[config.mk]
export PLATFORM = sky130hd
export DESIGN_NAME = load_memory_control_unit
export DESIGN_NICKNAME = d
export VERILOG_FILES = /design/src/rtl/load_memory_control_unit.sv
export SDC_FILE = /design/constraint.sdc
export NUM_CORES = 1
export LEC_CHECK = 0
export CAP_MARGIN = 20
export CORE_MARGIN = 10
export CORE_UTILIZATION = 40
export DETAILED_ROUTE_END_ITERATION = 7
export GPL_TIMING_DRIVEN = 0
export PLACE_DENSITY = 0.76
export SYNTH_ARGS = -nofsm -noshare
export SYNTH_HDL_FRONTEND = slang
export SYNTH_SLANG_ARGS = --single-unit
[constraint.sdc]
create_clock -name clk -period 2.3 [get_ports clk]
set_input_delay 0.46 -clock clk [delete_from_list [all_inputs] [get_ports clk]]
set_output_delay 0.46 -clock clk [all_outputs]
set_load 0.01 [all_outputs]
[src/rtl/load_memory_control_unit.sv]
// MEM-stage load controller: validates a load, issues a one-cycle read request,
// waits (bounded) for the memory response and returns the aligned, extended result.
module load_memory_control_unit #(
  parameter int TIMEOUT = 16,
  parameter int CNT_W   = 8
) (
  input  logic        clk,
  input  logic        rst_n,
  input  logic        is_load,
  input  logic [2:0]  funct3,
  input  logic [1:0]  bit_address,
  input  logic [31:0] mem_rdata,
  input  logic        mem_rvalid,
  output logic        mem_req,
  output logic        stall,
  output logic [31:0] load_data_out,
  output logic        load_valid,
  output logic        load_fault,
  output logic [1:0]  fault_cause
);

  localparam logic [0:0] IDLE = 1'b0;
  localparam logic [0:0] WAIT = 1'b1;

  localparam logic [CNT_W-1:0] CNT_LAST = CNT_W'(TIMEOUT - 1);

  localparam logic [1:0] CAUSE_MISALIGNED = 2'b01;
  localparam logic [1:0] CAUSE_ILLEGAL    = 2'b10;
  localparam logic [1:0] CAUSE_TIMEOUT    = 2'b11;

  logic [0:0]       state;
  logic [CNT_W-1:0] cnt;
  logic [2:0]       f3_q;
  logic [1:0]       off_q;

  logic        legal;
  logic        aligned;
  logic        accept;
  logic [31:0] shifted;
  logic [7:0]  byte_v;
  logic [15:0] half_v;
  logic [31:0] extracted;

  // Request decode: legal funct3 encodings and natural alignment for the size.
  always_comb begin
    legal   = 1'b0;
    aligned = 1'b0;
    case (funct3)
      3'b000, 3'b100: begin legal = 1'b1; aligned = 1'b1; end
      3'b001, 3'b101: begin legal = 1'b1; aligned = ~bit_address[0]; end
      3'b010:         begin legal = 1'b1; aligned = (bit_address == 2'b00); end
      default:        begin legal = 1'b0; aligned = 1'b0; end
    endcase
  end

  assign accept = (state == IDLE) && is_load && legal && aligned;
  assign stall  = (state == WAIT) || accept;

  // Lane extraction uses the captured offset; funct3[2] selects zero-fill.
  always_comb begin
    shifted = mem_rdata >> {off_q, 3'b000};
    byte_v  = shifted[7:0];
    half_v  = off_q[1] ? mem_rdata[31:16] : mem_rdata[15:0];
    case (f3_q[1:0])
      2'b00:   extracted = {{24{~f3_q[2] & byte_v[7]}}, byte_v};
      2'b01:   extracted = {{16{~f3_q[2] & half_v[15]}}, half_v};
      default: extracted = mem_rdata;
    endcase
  end

  always_ff @(posedge clk or negedge rst_n) begin
    if (!rst_n) begin
      state         <= IDLE;
      cnt           <= '0;
      f3_q          <= 3'b000;
      off_q         <= 2'b00;
      mem_req       <= 1'b0;
      load_valid    <= 1'b0;
      load_fault    <= 1'b0;
      fault_cause   <= 2'b00;
      load_data_out <= 32'h0;
    end else begin
      mem_req    <= 1'b0;
      load_valid <= 1'b0;
      load_fault <= 1'b0;
      case (state)
        IDLE: begin
          if (is_load) begin
            if (!legal) begin
              load_fault  <= 1'b1;
              fault_cause <= CAUSE_ILLEGAL;
            end else if (!aligned) begin
              load_fault  <= 1'b1;
              fault_cause <= CAUSE_MISALIGNED;
            end else begin
              f3_q    <= funct3;
              off_q   <= bit_address;
              mem_req <= 1'b1;
              cnt     <= '0;
              state   <= WAIT;
            end
          end
        end
        default: begin
          // A response on the final allowed cycle still completes normally.
          if (mem_rvalid) begin
            load_data_out <= extracted;
            load_valid    <= 1'b1;
            state         <= IDLE;
          end else if (cnt == CNT_LAST) begin
            load_fault  <= 1'b1;
            fault_cause <= CAUSE_TIMEOUT;
            state       <= IDLE;
          end else begin
            cnt <= cnt + 1'b1;
          end
        end
      endcase
    end
  end

endmodule

# --- After elaboration in Yosys (flattened, before gate mapping) ---
# Index checks and enable logic that the tools add are counted.
totals:
  regBits: 51
  input_bits: 41
  wordCells: 74
classes:
  add_sub_neg: 1
  n_eq_ne: 10
  shifts: 1
  n_mux: 31
  bitwise_logic: 5
  reduce_logical: 17
op_table:
  columns: ["op", "count"]
  rows:
  - ["$pmux W32 S2", 1]
  - ["$mux W8", 6]
  - ["$shr A32 B5 Y8", 1]
  - ["$mux W1", 16]
  - ["$mux W16", 1]
  - ["$mux W2", 6]
  - ["$add A8 B1 Y8 const B", 1]
  - ["$eq A8 B4 Y1 const B", 1]
  - ["$reduce_and A4 Y1", 2]
  - ["$eq A3 B3 Y1 const B", 2]
  - ["$reduce_bool A2 Y1", 3]
  - ["$reduce_and A5 Y1", 1]
  - ["$reduce_or A5 Y1", 1]
  - ["$logic_not A2 Y1", 2]
  - ["$ne A2 B2 Y1 const B", 2]
  - ["$reduce_or A2 Y1", 2]
  - ["$eq A3 B1 Y1 const B", 1]
  - ["$eq A3 B2 Y1 const B", 1]
  - ["$logic_and A1 B1 Y1", 3]
  - ["$logic_not A3 Y1", 1]
  - ["$ne A3 B3 Y1 const B", 1]
  - ["$not A1 Y1", 3]
  - ["$pmux W1 S3", 1]
  - ["$and A1 B1 Y1", 2]
  - ["other kinds (4)", 4]

# --- Depth between registers and ports, before layout ---
# Gate-level depths: netlist of run 1.
logic_depth:
  ltp_word: 7
  mapped_depth: 6
  ltp_nobuf: 5

# --- Least setup slack after synthesis of run 1 ---
# Ideal clock, no wire load.
synth_path:
  path_kind: "flip-flop to flip-flop"
  from: "register cnt[0]"
  to: "register cnt[3]"
  setup_ps: 69
  t_arrival_ps: 1853
  setup_slack_ps: 377
  stages_incl_launch_ff: 7
  n_path_buf: 1
  period_less_slack_ps: 1923
  path_cell_list: "dfrtp_1 -> ha_1 -> and3_1 -> clkbuf_1 -> a21o_1 -> or4b_2 -> nand3_1"
synth_via:
  elab_chain_cells: 4
  elab_cells_between_ends: 7
  cone_classes: "add/sub (1); eq/ne (2); mux (3); reduce/logical (1)"
synth_rtl:
  columns: ["item", "line_no", "rtl"]
  rows:
  - ["start: declaration", "32", "logic [CNT_W-1:0] cnt;"]
  - ["start signal: assignment", "115", "cnt <= cnt + 1'b1;"]
  - ["$add A8 B1 Y8", "115", null]
  - ["$mux W8", "110", "end else if (cnt == CNT_LAST) begin"]
  - ["$mux W8", "106", "if (mem_rvalid) begin"]
  - ["$mux W8", "86", "case (state)"]
# Parallel ways exist; a longest one is shown, timed or not. The select of a mux whose other input is x is not followed.
# A chain may end at the register's enable or synchronous reset.

# --- Worst setup path after layout of run 1 ---
layout_path:
  from: "input port funct3[2]"
  to: "output port stall"
layout_via:
  elab_chain_cells: 6
  elab_cells_between_ends: 13
  cone_classes: "eq/ne (4); mux (2); reduce/logical (7)"
layout_rtl:
  columns: ["item", "line_no", "rtl"]
  rows:
  - ["start: declaration", "10", "input logic [2:0] funct3,"]
  - ["$eq A3 B2 Y1 (tied with other cells)", "48", "case (funct3)"]
  - ["$reduce_or A5 Y1 (no source line)", null, null]
  - ["$mux W1", "48", null]
  - ["$logic_and A1 B1 Y1", "56", "assign accept = (state == IDLE) && is_load && legal && aligned;"]
  - ["$logic_and A1 B1 Y1 *", "56", null]
  - ["$logic_or A1 B1 Y1 *", "57", "assign stall = (state == WAIT) || accept;"]
  - ["end: declaration", "15", "output logic stall,"]
# Mark *: on every way between the ends. The rest lies on a longest branch, timed or not.

==> results by group, run 1 <==
STA
  – Setup repair after global routing missed its margin: false
  – Setup TNS: 0 ns
  – Final period utilization: 92.4%
  – Period minus WS final: 2.13 ns
  – Rel. slew slack: 63.0%
  – Transition time at the pin with the least slew margin: 0.555 ns
  – Number of max-slew violations in the final report: 0
  – Fmax: 470 MHz
  – Worst hold margin: 0.125 ns
  – Number of hold-slack violations in the final timing report: 0
  – Final setup violation count: 0
  – Clock tree skew after final layout: 0.0101 ns

Place
  – Detailed placer's ending HPWL: 5860 µm
  – Number of buffer cells added on primary ports: 78
  – Placer Congestion: 0.901
  – Area after detailed placement: 0.00346 mm²

Critical path
  – Top cell family by delay on the critical path: buffers and inverters
  – Setup crit end kind: primary output
  – Worst reg2reg startpoint: cnt[0]
  – Crit Path Category: in2out
  – Startpoint type of the worst setup path: input port
  – Crit-path max cell delay: 0.50 ns
  – CP max-delay cell: clkdlybuf4s50_1
  – Highest fanout seen on the critical path: 3
  – Chain of cells forming the critical path: clkdlybuf4s50_1, nor4_4, nor2_1, o21bai_1, clkbuf_2
  – Data required time at the worst endpoint: 1.84 ns
  – Worst setup startpoint: funct3[2]
  – Flop-to-flop setup slack: 0.24 ns
  – Worst r2r path cells: 6
  – Crit path arrival time: 1.67 ns
  – Crit path buf inv count: 2
  – Endpoint of the worst-slack reg-to-reg timing path: cnt[3]

Route
  – Total routed wirelength: 7670 µm
  – DR iter-0 viols: 186
  – Total via count after detailed routing: 2393
  – Via density per instance: 5.50
  – Wire length on met1: 3380 µm
  – Residual antenna-violating net count after detailed routing: 0
  – Mean routed wirelength per cell: 17.6 µm
  – Met3 layer wire length in the routed design: 660 µm
  – Uppermost layer routed: met4
  – Met2 routed wirelength: 3540 µm
  – Residual DRC count: 0
  – Pre-Repair DR Iteration Count: 4

Global routing
  – Overflow left after global routing: 0
  – Number of global-route vias before repair: 2352
  – Global-route wire length before repair: 12200 µm
  – Global-route usage over all layers: 14.9%
  – Number of antenna violations at the first check in global routing: 0
  – Largest net degree at the start of global routing: 30

Cells and area
  – Fin nets: 400
  – Post-route core utilization: 57.0%
  – Layout cells sized above 1: 6.15%
  – Fill cell instance count of the final layout: 551
  – Area delta synth->final: 39.6%
  – Commonest non-fill, non-tap cell in the layout: clkdlybuf4s50_1
  – Final non-filler cell area: 0.00358 mm²
  – Antenna Diode Count: 0
  – Commonest non-fill, non-tap cells in the layout: 75 x clkdlybuf4s50_1, 51 x dfrtp_1, 44 x nand3_1, 39 x nand2_1, 18 x o21ai_0

Pwr
  – Total internal power: 2.33 mW
  – Power per cell area: 977 mW/mm²
  – Switching Share: 33.4%
  – Leak pwr: 1.59 nW
  – Overall Power: 3.50 mW
  – Net switching power: 1.17 mW
  – Clock network fraction of design power: 17.6%
  – Peak supply drop: 0.506 mV
  – Share of total power in combinational logic: 41.6%
  – Share of total power in sequential cells: 40.8%

Clock network
  – Post-CTS clock slew at the launch and capture registers of the worst setup and hold paths: 0.09 ns
  – Root buffer selected by CTS: clkbuf_8
  – Skew-Pair Late Insertion Delay: 0.31 ns
  – Cts hold-fix bufs: 0
  – Number of buffers inserted during clock tree synthesis: 5
  – Clock tree buffer depth: 2
  – H-tree Lvls: 2
  – Clock sink count: 51
  – CTS tree: built

Floorplan
  – Total Die Area: 0.0100 mm²
  – Number of top-level pins: 79
  – Horizontal die dimension: 100 µm
  – Initial core utilization: 40.9%
  – Placeable Area: 0.00628 mm²
  – Vertical die dimension: 100 µm
  – Site row count: 29

Yosys
  – Post-Syn Nets: 313
  – Total of warnings raised by yosys: 0
  – Synth Register Bits: 51
  – Mean instance size in the synthesized netlist: 9.46 µm²
  – Syn Inst Count: 271
  – Sequential fraction of the synthesis area: 49.8%
  – Post-synth design cell area: 0.00256 mm²
  – Synth cell types: 37

Worst hold path
  – HP Class: in2async

Outcome
  – Status: finished, final reports clean

Run
  – Number of max-cap violations: 0
-- sequential cells by signal, summed over array words and instances (netlist names) --
signal         cells
fault_cause        2
load_data_out     32
mem_req            1
load_valid         1
state              1
f3_q               3
cnt                8
load_fault         1
off_q              2
-- synthesized netlist by cell type --
cell type | instances | area share, %
o22a_1 | 1 | 0.34
nor4_1 | 2 | 0.49
buf_6 | 2 | 0.88
nand2b_1 | 8 | 2.0
a21oi_1 | 9 | 1.8
dfrtp_1 | 51 | 50
o22ai_1 | 6 | 1.5
and3_1 | 4 | 0.98
mux2_2 | 6 | 2.6
nor2_1 | 4 | 0.59
o221ai_1 | 2 | 0.68
a221o_1 | 4 | 1.6
nand4_1 | 3 | 0.73
a21o_1 | 1 | 0.29
mux4_2 | 1 | 0.88
a2111o_1 | 1 | 0.44
o21bai_1 | 1 | 0.29
clkinv_1 | 1 | 0.15
clkbuf_1 | 14 | 2.0
nand3_1 | 44 | 8.6
a2bb2o_1 | 1 | 0.39
or3_1 | 5 | 1.2
ha_1 | 1 | 0.49
o211ai_1 | 2 | 0.59
nor2b_1 | 7 | 1.7
o211a_1 | 1 | 0.39
or4b_2 | 1 | 0.39
xor2_1 | 1 | 0.34
mux2i_1 | 14 | 5.5
o2bb2ai_1 | 1 | 0.34
buf_2 | 1 | 0.19
o2bb2a_1 | 1 | 0.39
nor3_1 | 2 | 0.39
nand2_1 | 39 | 5.7
o21ai_0 | 18 | 3.5
nand4b_1 | 2 | 0.68
inv_1 | 9 | 1.3
-- cell families after synthesis --
family	after synthesis	share of synthesized area, %
and+or+nand+nor	121	23.4
DFF	51	49.8
AOI/OAI and AO/OA	49	12.4
buffers and inverters	27	4.58
muxes	21	8.98
xor gates and xnor gates	1	0.342
adders and majority gates	1	0.488
-- final cells by class --
cell class / count / area [µm²] / area share, %
sequential: 51 / 1280 / 35.7
multi-input combinational: 193 / 1190 / 33.1
timing repair buffer: 80 / 801 / 22.4
tap: 77 / 96.3 / 2.69
buffer: 17 / 80.1 / 2.24
clock buffer: 6 / 72.6 / 2.03
inverter: 10 / 37.5 / 1.05
clock inverter: 1 / 30.0 / 0.839
-- through the flow --
stage / std cells / setup WS [ns]
5_1_grt: 435 / 0.0481
2_1_floorplan: 271 / 0.377
4_1_cts: 435 / 0.0832
6_report: 435 / 0.174
3_3_place_gp: 426 / -0.730
3_5_place_dp: 427 / -0.324
-- layer usage --
layer | vias up | global-route usage (%)
li1 | 1140 | -
met1 | 1153 | 19.9
met2 | 93 | 23.0
met3 | 7 | 4.53
met4 | 0 | 3.26
met5 | - | 0
-- what timing repair did --
action / in CTS / in global routing
pin swaps: 1 / 1
gates resized for setup: 2 / 4
setup endpoints to repair: 1 / 1
setup buffers: 1 / 0
-- worst max path at each step --
stage	slack, ns	cells after the start	to
final	0.17	5	stall
after global routing	0.05	7	cnt[4]
after CTS	0.08	5	stall
after detailed placement	-0.32	5	stall
after global placement	-0.73	1	cnt[6]
after floorplan	0.38	6	cnt[3]
-- power by group through the flow --
stage                     logic, mW  registers [mW]  clock network (mW)
after CTS                      1.47            1.43               0.624
after global routing           1.59            1.48               0.653
after floorplan               0.570            1.53                   0
after detailed placement       1.47            1.45                   0
after global placement         1.44            1.43                   0
final                          1.45            1.43               0.617
Note: power is estimated with default switching activity, not from simulation.
==> run 2, diff against run 1 <==
--- a/config.mk
+++ b/config.mk
@@ -5,12 +5,14 @@
 export SDC_FILE = /design/constraint.sdc
 export NUM_CORES = 1
 export LEC_CHECK = 0
+export ABC_CLOCK_PERIOD_IN_PS = 2300
 export CAP_MARGIN = 20
 export CORE_MARGIN = 10
 export CORE_UTILIZATION = 40
 export DETAILED_ROUTE_END_ITERATION = 7
 export GPL_TIMING_DRIVEN = 0
 export PLACE_DENSITY = 0.76
+export SETUP_SLACK_MARGIN = 0.4
 export SYNTH_ARGS = -nofsm -noshare
 export SYNTH_HDL_FRONTEND = slang
 export SYNTH_SLANG_ARGS = --single-unit
==> run 2 against run 1 <==
Compared with the run above: via count increased by 1.3%; clock-buffer cell count stayed put; setup slack gained 0.26 ns; maximum frequency is 14% higher; routed wire length rose by 1.8%; final cell count grew 2.5%; sequential power is essentially flat; largest cell class unchanged; non-clock buffer count is 10 higher; clock power is 4.4% higher; hold slack improved by 0.011 ns; final area grew 4.4%.
==> results by group, run 2 (synthesis results as in run 1) <==
Cells and area
  – Reg area: 0.00128 mm²
  – Commonest non-fill, non-tap cells in the layout: 70 x clkdlybuf4s50_1, 51 x dfrtp_1, 43 x nand3_1, 39 x nand2_1, 17 x o21ai_0
  – Final non-filler cell area: 0.00374 mm²
  – Commonest non-fill, non-tap cell in the layout: clkdlybuf4s50_1
  – Area delta synth->final: 45.8%
  – Layout cells sized above 1: 13.3%
  – Fin nets: 410
  – Largest registers in the final layout: load_data_out: 32 flops, cnt: 8 flops, f3_q: 3 flops
  – Multi-input gate area: 0.00122 mm²
  – Top reg by flops: load_data_out
  – Antenna Diode Count: 0
  – Fill cell instance count of the final layout: 524
  – Flip-flop count of the largest register, all copies and words added: 32

Place
  – Area after detailed placement: 0.00346 mm²
  – Placer Congestion: 0.878
  – Number of buffer cells added on primary ports: 78
  – Detailed placer's ending HPWL: 5910 µm

Route
  – Pre-Repair DR Iteration Count: 4
  – Via density per instance: 5.44
  – Mean routed wirelength per cell: 17.5 µm
  – Total via count after detailed routing: 2425
  – DR iter-0 viols: 146
  – Total routed wirelength: 7810 µm
  – Residual antenna-violating net count after detailed routing: 0
  – Residual DRC count: 0

Critical path
  – Highest fanout seen on the critical path: 3
  – Crit-path max cell delay: 0.33 ns
  – Chain of cells forming the critical path: clkdlybuf4s15_1, nor4_2, nor2_1, o21bai_1, buf_2
  – Setup crit end kind: primary output
  – Data required time at the worst endpoint: 1.84 ns
  – Flop-to-flop setup slack: 0.52 ns
  – Top cell family by delay on the critical path: simple AND/OR/NAND/NOR gates
  – Crit Path Category: in2out
  – Crit path buf inv count: 2
  – CP max-delay cell: nor4_2
  – Startpoint type of the worst setup path: input port
  – Crit path arrival time: 1.41 ns

STA
  – Setup TNS: 0 ns
  – Number of max-slew violations in the final report: 0
  – Final period utilization: 81.2%
  – Number of hold-slack violations in the final timing report: 0
  – Rel. slew slack: 62.3%
  – Clock tree skew after final layout: 0.00674 ns
  – Period minus WS final: 1.87 ns
  – Fmax: 536 MHz
  – Setup repair after global routing missed its margin: true
  – Final setup violation count: 0
  – Transition time at the pin with the least slew margin: 0.566 ns

Run
  – Number of max-cap violations: 0

Clock network
  – Root buffer selected by CTS: clkbuf_8
  – H-tree Lvls: 2
  – Clock sink count: 51
  – Number of buffers inserted during clock tree synthesis: 5
  – Post-CTS clock slew at the launch and capture registers of the worst setup and hold paths: 0.09 ns
  – Cts hold-fix bufs: 0
  – Skew-Pair Late Insertion Delay: 0.31 ns
  – Clock tree buffer depth: 2
  – CTS tree: built

Global routing
  – Global-route usage over all layers: 15.3%
  – Overflow left after global routing: 0
  – Largest net degree at the start of global routing: 28
  – Global-route wire length before repair: 12400 µm
  – Number of global-route vias before repair: 2406
  – Number of antenna violations at the first check in global routing: 0

Floorplan
  – Number of top-level pins: 79
  – Total Die Area: 0.0100 mm²
  – Placeable Area: 0.00628 mm²
  – Initial core utilization: 40.9%
  – Horizontal die dimension: 100 µm
  – Site row count: 29
  – Vertical die dimension: 100 µm

Pwr
  – Clock network fraction of design power: 17.9%
  – Share of total power in sequential cells: 39.8%
  – Net switching power: 1.19 mW
  – Overall Power: 3.60 mW
  – Switching Share: 33.1%
  – Leak pwr: 1.72 nW
  – Peak supply drop: 0.585 mV
  – Power per cell area: 964 mW/mm²
  – Share of total power in combinational logic: 42.4%
  – Total internal power: 2.41 mW

Worst hold path
  – HP Class: in2async

Outcome
  – Status: finished, final reports clean
run 2: cell types whose count changed in the layout (fill, tap and decap cells not counted), sizes merged:
| cell | before | now |
|---|---|---|
| clkinv | 1 | 2 |
| dlymetal6s2s | 1 | 4 |
| clkdlybuf4s50 | 75 | 70 |
| buf | 6 | 18 |
| clkdlybuf4s15 | 0 | 1 |
| clkbuf | 21 | 20 |
run 2: metrics by stage:
| step | instances | setup WS, ns | hold slack [ns] | util (%) |
|---|---|---|---|---|
| floorplan | 271 | 0.419 | 0.164 | - |
| CTS | 442 | 0.304 | 0.156 | 58.6 |
| detailed placement | 427 | -0.358 | 0.478 | 55.1 |
| global route | 446 | 0.387 | 0.182 | 59.6 |
| global placement | 426 | -0.718 | 0.470 | 54.9 |
| finish | 446 | 0.433 | 0.136 | 59.6 |
run 2: power groups by stage:
stage                     Sequential, mW  Combinational [mW]  Clock [mW]
after global placement              1.44                1.44           0
final                               1.43                1.53       0.644
after detailed placement            1.45                1.47           0
after CTS                           1.43                1.52       0.656
after global routing                1.48                1.68       0.689
after floorplan                     1.54               0.571           0
run 2: final timing paths:
path,from,cells after the start,end
worst max-delay path,funct3[2],5,stall
worst min-delay path,rst_n,1,load_data_out[28]
worst max register to register,cnt[1],6,cnt[3]
worst min register to register,load_data_out[21],2,load_data_out[21]
max in group asynchronous,rst_n,2,cnt[2]
min in group clk,bit_address[0],2,off_q[0]
run 2: timing repair:
item                                    in CTS  in global routing
gates resized for setup                     15                 24
gates cloned                                 0                  0
endpoints found under the setup margin      18                 38
setup buffers                                7                  4
pin swaps                                    4                  5
run 2: area by class of cell:
cell class / instances / area share (%)
Clock buffer: 6 / 2.21
Timing Repair Buffer: 90 / 23.8
Multi-Input combinational cell: 193 / 32.6
Clock inverter: 2 / 0.937
Inverter: 10 / 1.00
Buffer: 17 / 2.68
Tap cell: 77 / 2.58
Sequential cell: 51 / 34.1
run 2: per-layer routing:
| metal | GRT usage [%] | up-vias | part of all wire [%] |
|---|---|---|---|
| li1 | - | 1164 | - |
| met1 | 19.6 | 1157 | 43 |
| met2 | 24.3 | 92 | 48 |
| met3 | 4.19 | 12 | 7.4 |
| met4 | 4.78 | 0 | 1.7 |
| met5 | 0 | - | 0 |
